--- src/rtl/alu_shift_right_seq.sv ---
// alu_shift_right_seq: iterative SRL/SRA unit for RV32I, shifting STEP bits per cycle.
// Handshake: operands accepted on in_valid & in_ready (IDLE only); the result is presented
// on out/out_valid and held until out_ready.
// Optional feature: define ALU_SHIFT_FLUSH_EN to add a synchronous flush input that
// kills any in-flight operation (branch-mispredict kill).
module alu_shift_right_seq #(
  parameter int XLEN = 32,
  parameter int STEP = 1
) (
  input  logic            clk,
  input  logic            rst_n,
  input  logic            in_valid,
  output logic            in_ready,
  input  logic [XLEN-1:0] a,
  input  logic [4:0]      shamt,
  input  logic [6:0]      funct7,
  output logic            out_valid,
  input  logic            out_ready,
  output logic [XLEN-1:0] out,
  output logic            busy
`ifdef ALU_SHIFT_FLUSH_EN
  ,
  input  logic            flush
`endif
);

  typedef enum logic [1:0] {
    IDLE  = 2'd0,
    SHIFT = 2'd1,
    DONE  = 2'd2
  } state_t;

  // STEP as a 5-bit amount; legal values (1..16) all fit.
  localparam logic [4:0] STEP_AMT = 5'(STEP);

  state_t          state_r, state_s;
  logic [XLEN-1:0] acc_r, acc_s;
  logic [4:0]      remaining_r, remaining_s;
  logic            fill_r, fill_s;
  logic [XLEN-1:0] out_s;
  logic [4:0]      k_s;
  logic [XLEN-1:0] shifted_s;
  logic            flush_s;
  logic            unused_funct7_s;

  // Only funct7[5] selects arithmetic vs logical; the remaining bits are don't-care.
  assign unused_funct7_s = ^{funct7[6], funct7[4:0]};

`ifdef ALU_SHIFT_FLUSH_EN
  assign flush_s = flush;
`else
  assign flush_s = 1'b0;
`endif

  // Right shift by k with the vacated top bits set to the fill value.
  function automatic logic [XLEN-1:0] shr_fill(input logic [XLEN-1:0] v,
                                               input logic [4:0]      k,
                                               input logic            f);
    logic [XLEN-1:0] r;
    if (f) begin
      r = ~((~v) >> k);
    end else begin
      r = v >> k;
    end
    return r;
  endfunction

  // Handshake flags are pure decodes of the state register.
  assign in_ready  = (state_r == IDLE);
  assign out_valid = (state_r == DONE);
  assign busy      = (state_r != IDLE);

  // Per-cycle shift amount: STEP, clamped to what is left so we never overshoot shamt.
  always_comb begin
    k_s       = (remaining_r > STEP_AMT) ? STEP_AMT : remaining_r;
    shifted_s = shr_fill(acc_r, k_s, fill_r);
  end

  // Next-state and datapath update; every register holds by default.
  always_comb begin
    state_s     = state_r;
    acc_s       = acc_r;
    remaining_s = remaining_r;
    fill_s      = fill_r;
    out_s       = out;
    case (state_r)
      IDLE: begin
        if (flush_s) begin
          state_s = IDLE;
        end else if (in_valid) begin
          acc_s       = a;
          remaining_s = shamt;
          fill_s      = funct7[5] & a[XLEN-1];
          if (shamt == 5'd0) begin
            state_s = DONE;
            out_s   = a;
          end else begin
            state_s = SHIFT;
          end
        end else begin
          state_s = IDLE;
        end
      end
      SHIFT: begin
        if (flush_s) begin
          state_s = IDLE;
        end else begin
          acc_s       = shifted_s;
          remaining_s = remaining_r - k_s;
          // Last shift step: the result goes straight into the output register.
          if (remaining_r <= k_s) begin
            state_s = DONE;
            out_s   = shifted_s;
          end else begin
            state_s = SHIFT;
          end
        end
      end
      DONE: begin
        if (flush_s) begin
          state_s = IDLE;
        end else if (out_ready) begin
          state_s = IDLE;
        end else begin
          state_s = DONE;
        end
      end
      default: begin
        state_s = IDLE;
      end
    endcase
  end

  // State and datapath registers; async reset discards any partial result.
  always_ff @(posedge clk or negedge rst_n) begin
    if (!rst_n) begin
      state_r     <= IDLE;
      acc_r       <= {XLEN{1'b0}};
      remaining_r <= 5'd0;
      fill_r      <= 1'b0;
      out         <= {XLEN{1'b0}};
    end else begin
      state_r     <= state_s;
      acc_r       <= acc_s;
      remaining_r <= remaining_s;
      fill_r      <= fill_s;
      out         <= out_s;
    end
  end

endmodule

--- config.mk ---
export PLATFORM = sky130hd
export DESIGN_NAME = alu_shift_right_seq
export DESIGN_NICKNAME = d
export VERILOG_FILES = /design/src/rtl/alu_shift_right_seq.sv
export SDC_FILE = /design/constraint.sdc
export NUM_CORES = 1
export LEC_CHECK = 0
export BUFFER_PORTS_ARGS = -buffer_cell sky130_fd_sc_hd__buf_2
export CAP_MARGIN = 20
export CORE_ASPECT_RATIO = 0.5
export CORE_UTILIZATION = 49
export DETAILED_ROUTE_END_ITERATION = 10
export PLACE_DENSITY = 0.78
export SETUP_SLACK_MARGIN = 0.1
export SLEW_MARGIN = 0
export SYNTH_ARGS = -nofsm -noshare
export SYNTH_HDL_FRONTEND = slang
export SYNTH_SLANG_ARGS = --single-unit
--- constraint.sdc ---
create_clock -name clk -period 2.7 [get_ports clk]
set_input_delay 0.27 -clock clk [delete_from_list [all_inputs] [get_ports clk]]
set_output_delay 0.27 -clock clk [all_outputs]
set_load 0.005 [all_outputs]
### After elaboration in Yosys (flattened, before gate mapping)

Cells that the tools add are included.

| word-level totals | value |
|---|---|
| logic and storage cells | 40 |
| output and inout bits | 35 |
| flip-flop bits (word level) | 72 |
| input port bits | 48 |

| operators by class | value |
|---|---|
| mux-type cells | 15 |
| add/sub/neg operators | 1 |
| shift-type cells | 2 |
| $lt $le $gt $ge | 2 |
| reductions and logical operators | 7 |
| bitwise gates (word level) | 3 |
| equal/unequal tests | 5 |

Operators by type and width:

| cell | number |
|---|---|
| 32-bit two-way mux | 5 |
| 32-bit one-hot mux with 2 select lines | 2 |
| 32-bit NOT | 2 |
| 32-bit by 5-bit right shift with 32-bit output | 2 |
| 5-bit two-way mux | 2 |
| 5-bit one-hot mux with 2 select lines | 1 |
| 2-bit two-way mux | 4 |
| 2-bit one-hot mux with 3 select lines | 1 |
| 5-bit by 1-bit > comparator with 1-bit output (second input constant) | 1 |
| 5-bit <= comparator | 1 |
| 5-bit logical NOT | 1 |
| 5-bit subtractor | 1 |
| 2-bit != test (second input constant) | 2 |
| 2-bit AND reduction | 2 |
| 4-bit AND reduction | 1 |
| 2-bit nonzero test | 2 |
| 2-bit by 1-bit == test with 1-bit output (second input constant) | 1 |
| 2-bit == test (second input constant) | 1 |
| 2-bit logical NOT | 1 |
| 2-bit by 1-bit != test with 1-bit output (second input constant) | 1 |
| 1-bit AND | 1 |

### Logic depth before layout (Yosys ltp)

| depth | value |
|---|---|
| depth after elaboration | 7 |
| depth in mapped cells | 10 |
| depth with buffers taken out | 7 |

### Worst setup path after synthesis

OpenSTA, ideal clock, no wires.

| path | value |
|---|---|
| path kind | flip-flop to flip-flop |
| start point | register remaining_r[3] |
| end point | register out[0] |
| buffers on the path | 3 |
| data arrival time | 2.501 ns |
| path slack | 0.121 ns |
| cell stages (with the launch flop) | 11 |
| setup time | 0.078 ns |
| cells stage by stage | dfrtp_1 or4_1 buf_6 or2b_1 ha_1 nor4b_1 and2_1 clkbuf_1 clkbuf_1 a21oi_1 o2bb2ai_1 |

| on the way | value |
|---|---|
| longest elaborated chain between the ends | 7 |
| elaborated cells on any way between the ends | 11 |

RTL lines:

| element | RTL line | RTL |
|---|---|---|
| from (decl) | 38 | `logic [4:0] remaining_r, remaining_s;` |
| from (signal assigned) | 145 | `remaining_r <= remaining_s;` |
| 5-bit by 1-bit > comparator with 1-bit output | 75 | `k_s = (remaining_r > STEP_AMT) ? STEP_AMT : remaining_r;` |
| 5-bit two-way mux | 75 |  |
| 32-bit by 5-bit right shift with 32-bit output | 61 | `r = ~((~v) >> k);` |
| 32-bit NOT | 61 |  |
| 32-bit two-way mux | 60 | `if (f) begin` |
| 32-bit two-way mux | 111 | `if (remaining_r <= k_s) begin` |
| 32-bit one-hot mux with 2 select lines | 86 | `case (state_r)` |
| to (signal assigned) | 141 | `out <= {XLEN{1'b0}};` |
| to (signal assigned) | 147 | `out <= out_s;` |
| to (decl) | 19 | `output logic [XLEN-1:0] out,` |

Several ways; a longest one is shown, not always the timed one. The select of a mux whose other input is x is not followed.
A chain may end at the register's enable or synchronous reset.

### Worst setup path after layout

| path | value |
|---|---|
| start point | register remaining_r[3] |
| end point | register out[9] |

The elaborated chain is that of the path after synthesis.

==> impl_metrics.csv <==
group,metric,value,unit
power_and_ir_drop,peakVddDrop,0.536,mV
route,vias_per_cell,6.55,
cts,tritoncts,"yes",
sta,fmax,408,MHz
sta,tns,0,ps
final_layout,diodes,0,
placement,hpwlAfterDp,6360,um
route,avgRoutedWirePerCell,19.7,um
cts,clock_sinks,72,
cts,htree_levels,3,
sta,setup_viol,0,
sta,fin_crit_sh,90.8,%
final_layout,final_cell_mix,"76 x buf_2, 72 x dfrtp_1, 35 x a21oi_1, 34 x o22ai_1, 33 x or4_1",
synth,ys_seq_area_share,49.5,%
sta,worstMarginPinSlew,970,ps
setup_path,crit_arrival,2700,ps
min_path,hold_path_class,"in2async",
synth,yosys.area.top_type,"dfrtp_1",
global_route,grt_pass1_vias,3297,
sta,rsz0062_at_grt,"false",
route,antenna_left,0,
cts,cts-root-buf,"clkbuf_16",
final_layout,instances_no_fill,519,
floorplan,rows,21,
setup_path,cp-start-kind,"flip-flop",
synth,synth_warnings,0,
sta,hold_viol_final,0,
sta,fin_ws,247,ps
cts,numCtsBuffers,9,
cts,cts_setup_buffers,0,
floorplan,die_x,124,um
floorplan,die_y,62.9,um
placement,portBuffers,76,
sta,clock_skew,3.87,ps
placement,pre_cts_ws,68.3,ps
floorplan,core-area,6940,um^2
synth,synth_cell_type_count,35,
floorplan,die-area,7790,um^2
cts,clk_pin_slew,60,ps
setup_path,reg2reg_depth,8,
synth,synth_area_per_cell,10.2,um^2
final_layout,nets,471,
placement,place_inst,503,
route,drc,0,
sta,slew_headroom,35.3,%
final_layout,final_common_cell,"buf_2",
global_route,grt_pass1_wl,16800,um
setup_path,rr_endpoint,"out[9]",
sta,finalMaxSlewViolations,0,
floorplan,pin_count,83,
floorplan,start_util,52.4,%
synth,ys_seq_elements,72,
global_route,overflow,0,
route,drt-total-wl,10200,um
synth,synth_cells,356,
final_layout,drive_above_1_share,28.1,%
route,drtIter0Drc,250,
setup_path,cp_data_required_time,2950,ps
cts,clock_path_buffers,2,
setup_path,end_kind,"flip-flop",
setup_path,worstReg2RegStart,"remaining_r[3]",
power_and_ir_drop,fin_total_pwr,5.88,mW
synth,synth_nets,405,
power_and_ir_drop,p_leak,1.81,nW
synth,synth_area_leaders,"dfrtp_1 50%, a2bb2oi_1 7.7%, o2bb2ai_1 7.7%, or4_1 6.8%, o22ai_1 5.8%",
route,vias,3397,
global_route,grt.total_usage,28.2,%
run_status,status,"finished clean",
setup_path,crit_fanout,19,
sta,holdWs,89.2,ps
global_route,grt_max_degree,43,
setup_path,ff2ff_setup_slack,250,ps
sta,period_minus_slack,2450,ps
job,max_cap_viol_count,0,
cts,clk_latency,340,ps
setup_path,crit_type,"reg2reg",
global_route,grt_antenna_before_repair,0,
power_and_ir_drop,p_per_area,1340,nW/um^2
synth,netlist_area,3640,um^2
placement,gp_congestion,0.868,
final_layout,area_growth,20.7,%
route,first_pass_iters,5,
synth,synth_top_area_share,49.5,%
==> synthesized netlist by cell type <==
master     number
dfrtp_1        72
a21oi_1        36
o22ai_1        34
or4_1          33
a2bb2oi_1      32
o2bb2ai_1      32
o21ai_1        29
clkbuf_1       27
nand2_1         9
o21ai_0         7
nor2_1          5
buf_2           4
buf_4           4
buf_6           4
inv_1           3
nand2b_1        2
nor3_1          2
o311ai_0        2
or2_2           2
or3_1           2
a21o_1          1
and2_1          1
and3_1          1
and3b_1         1
buf_1           1
ha_1            1
mux2_2          1
nand3_1         1
nand4b_1        1
nor2b_1         1
nor3b_2         1
nor4b_1         1
o211ai_1        1
o21ai_4         1
or2b_1          1
==> sequential cells by signal, indices dropped and copies added, names as in the netlist <==
| name | count |
|---|---|
| acc_r | 32 |
| out | 32 |
| remaining_r | 5 |
| state_r | 2 |
| fill_r | 1 |
==> routing by layer <==
layer / GRT usage (%) / part of all wire (%)
met2: 43.5 / 46
met3: 7.48 / 7.7
met5: 0 / 0
met4: 7.98 / 1.6
met1: 38.9 / 44
==> worst max-delay path: stages (launching register included) <==
cell	delay [ps]
dfrtp_1	430
or4_1	550
or2b_1	210
ha_1	190
nor4b_2	290
and2_1	230
buf_6	220
a21oi_1	80
o2bb2ai_1	170
==> report_power, final <==
| part | internal, mW | switching [mW] | total, mW |
|---|---|---|---|
| clock network | 0.713 | 0.481 | 1.19 |
| logic | 1.21 | 1.42 | 2.63 |
| registers | 1.61 | 0.443 | 2.06 |
==> through the flow <==
step | util [%] | instance area (um^2)
2_1_floorplan | - | 3640
5_1_grt | 63.3 | 4390
4_1_cts | 63.3 | 4390
3_5_place_dp | 58.9 | 4080
3_3_place_gp | 58.9 | 4080
6_report | 63.3 | 4390
==> worst max path at each step <==
| stage | endpoint | cells after the start | start |
|---|---|---|---|
| floorplan | out[0] | 10 | remaining_r[3] |
| global placement | out[20] | 8 | remaining_r[3] |
| detailed placement | out[9] | 8 | remaining_r[3] |
| CTS | out[9] | 8 | remaining_r[3] |
| global route | out[31] | 8 | remaining_r[3] |
| finish | out[9] | 8 | remaining_r[3] |
==> final cells by class <==
cell class	count	area, um^2
fillers	591	2540
flip-flops and latches	72	1800
multi-input cells	241	1640
repair buffers	95	527
clock buffers	9	225
well taps	92	115
clock inverters	7	72.6
inverters	3	11.3
==> cells by family (layout without fill, tap and decap cells) <==
logic type                 count (synthesis)  after routing  share of synthesized area, %
adders and majority gates                  1              1                         0.344
buffers and inverters                     43            114                          5.81
and+or+nand+nor                           64             64                          11.5
muxes                                      1              1                         0.310
AOI/OAI and AO/OA                        175            175                          32.5
DFF                                       72             72                          49.5
==> what timing repair did <==
item                                    CTS  global route
pin swaps                                 0             0
hold buffers                              0             0
resized for setup                         1             1
endpoints found under the setup margin    2             4
Power figures use the tool's default switching activity.
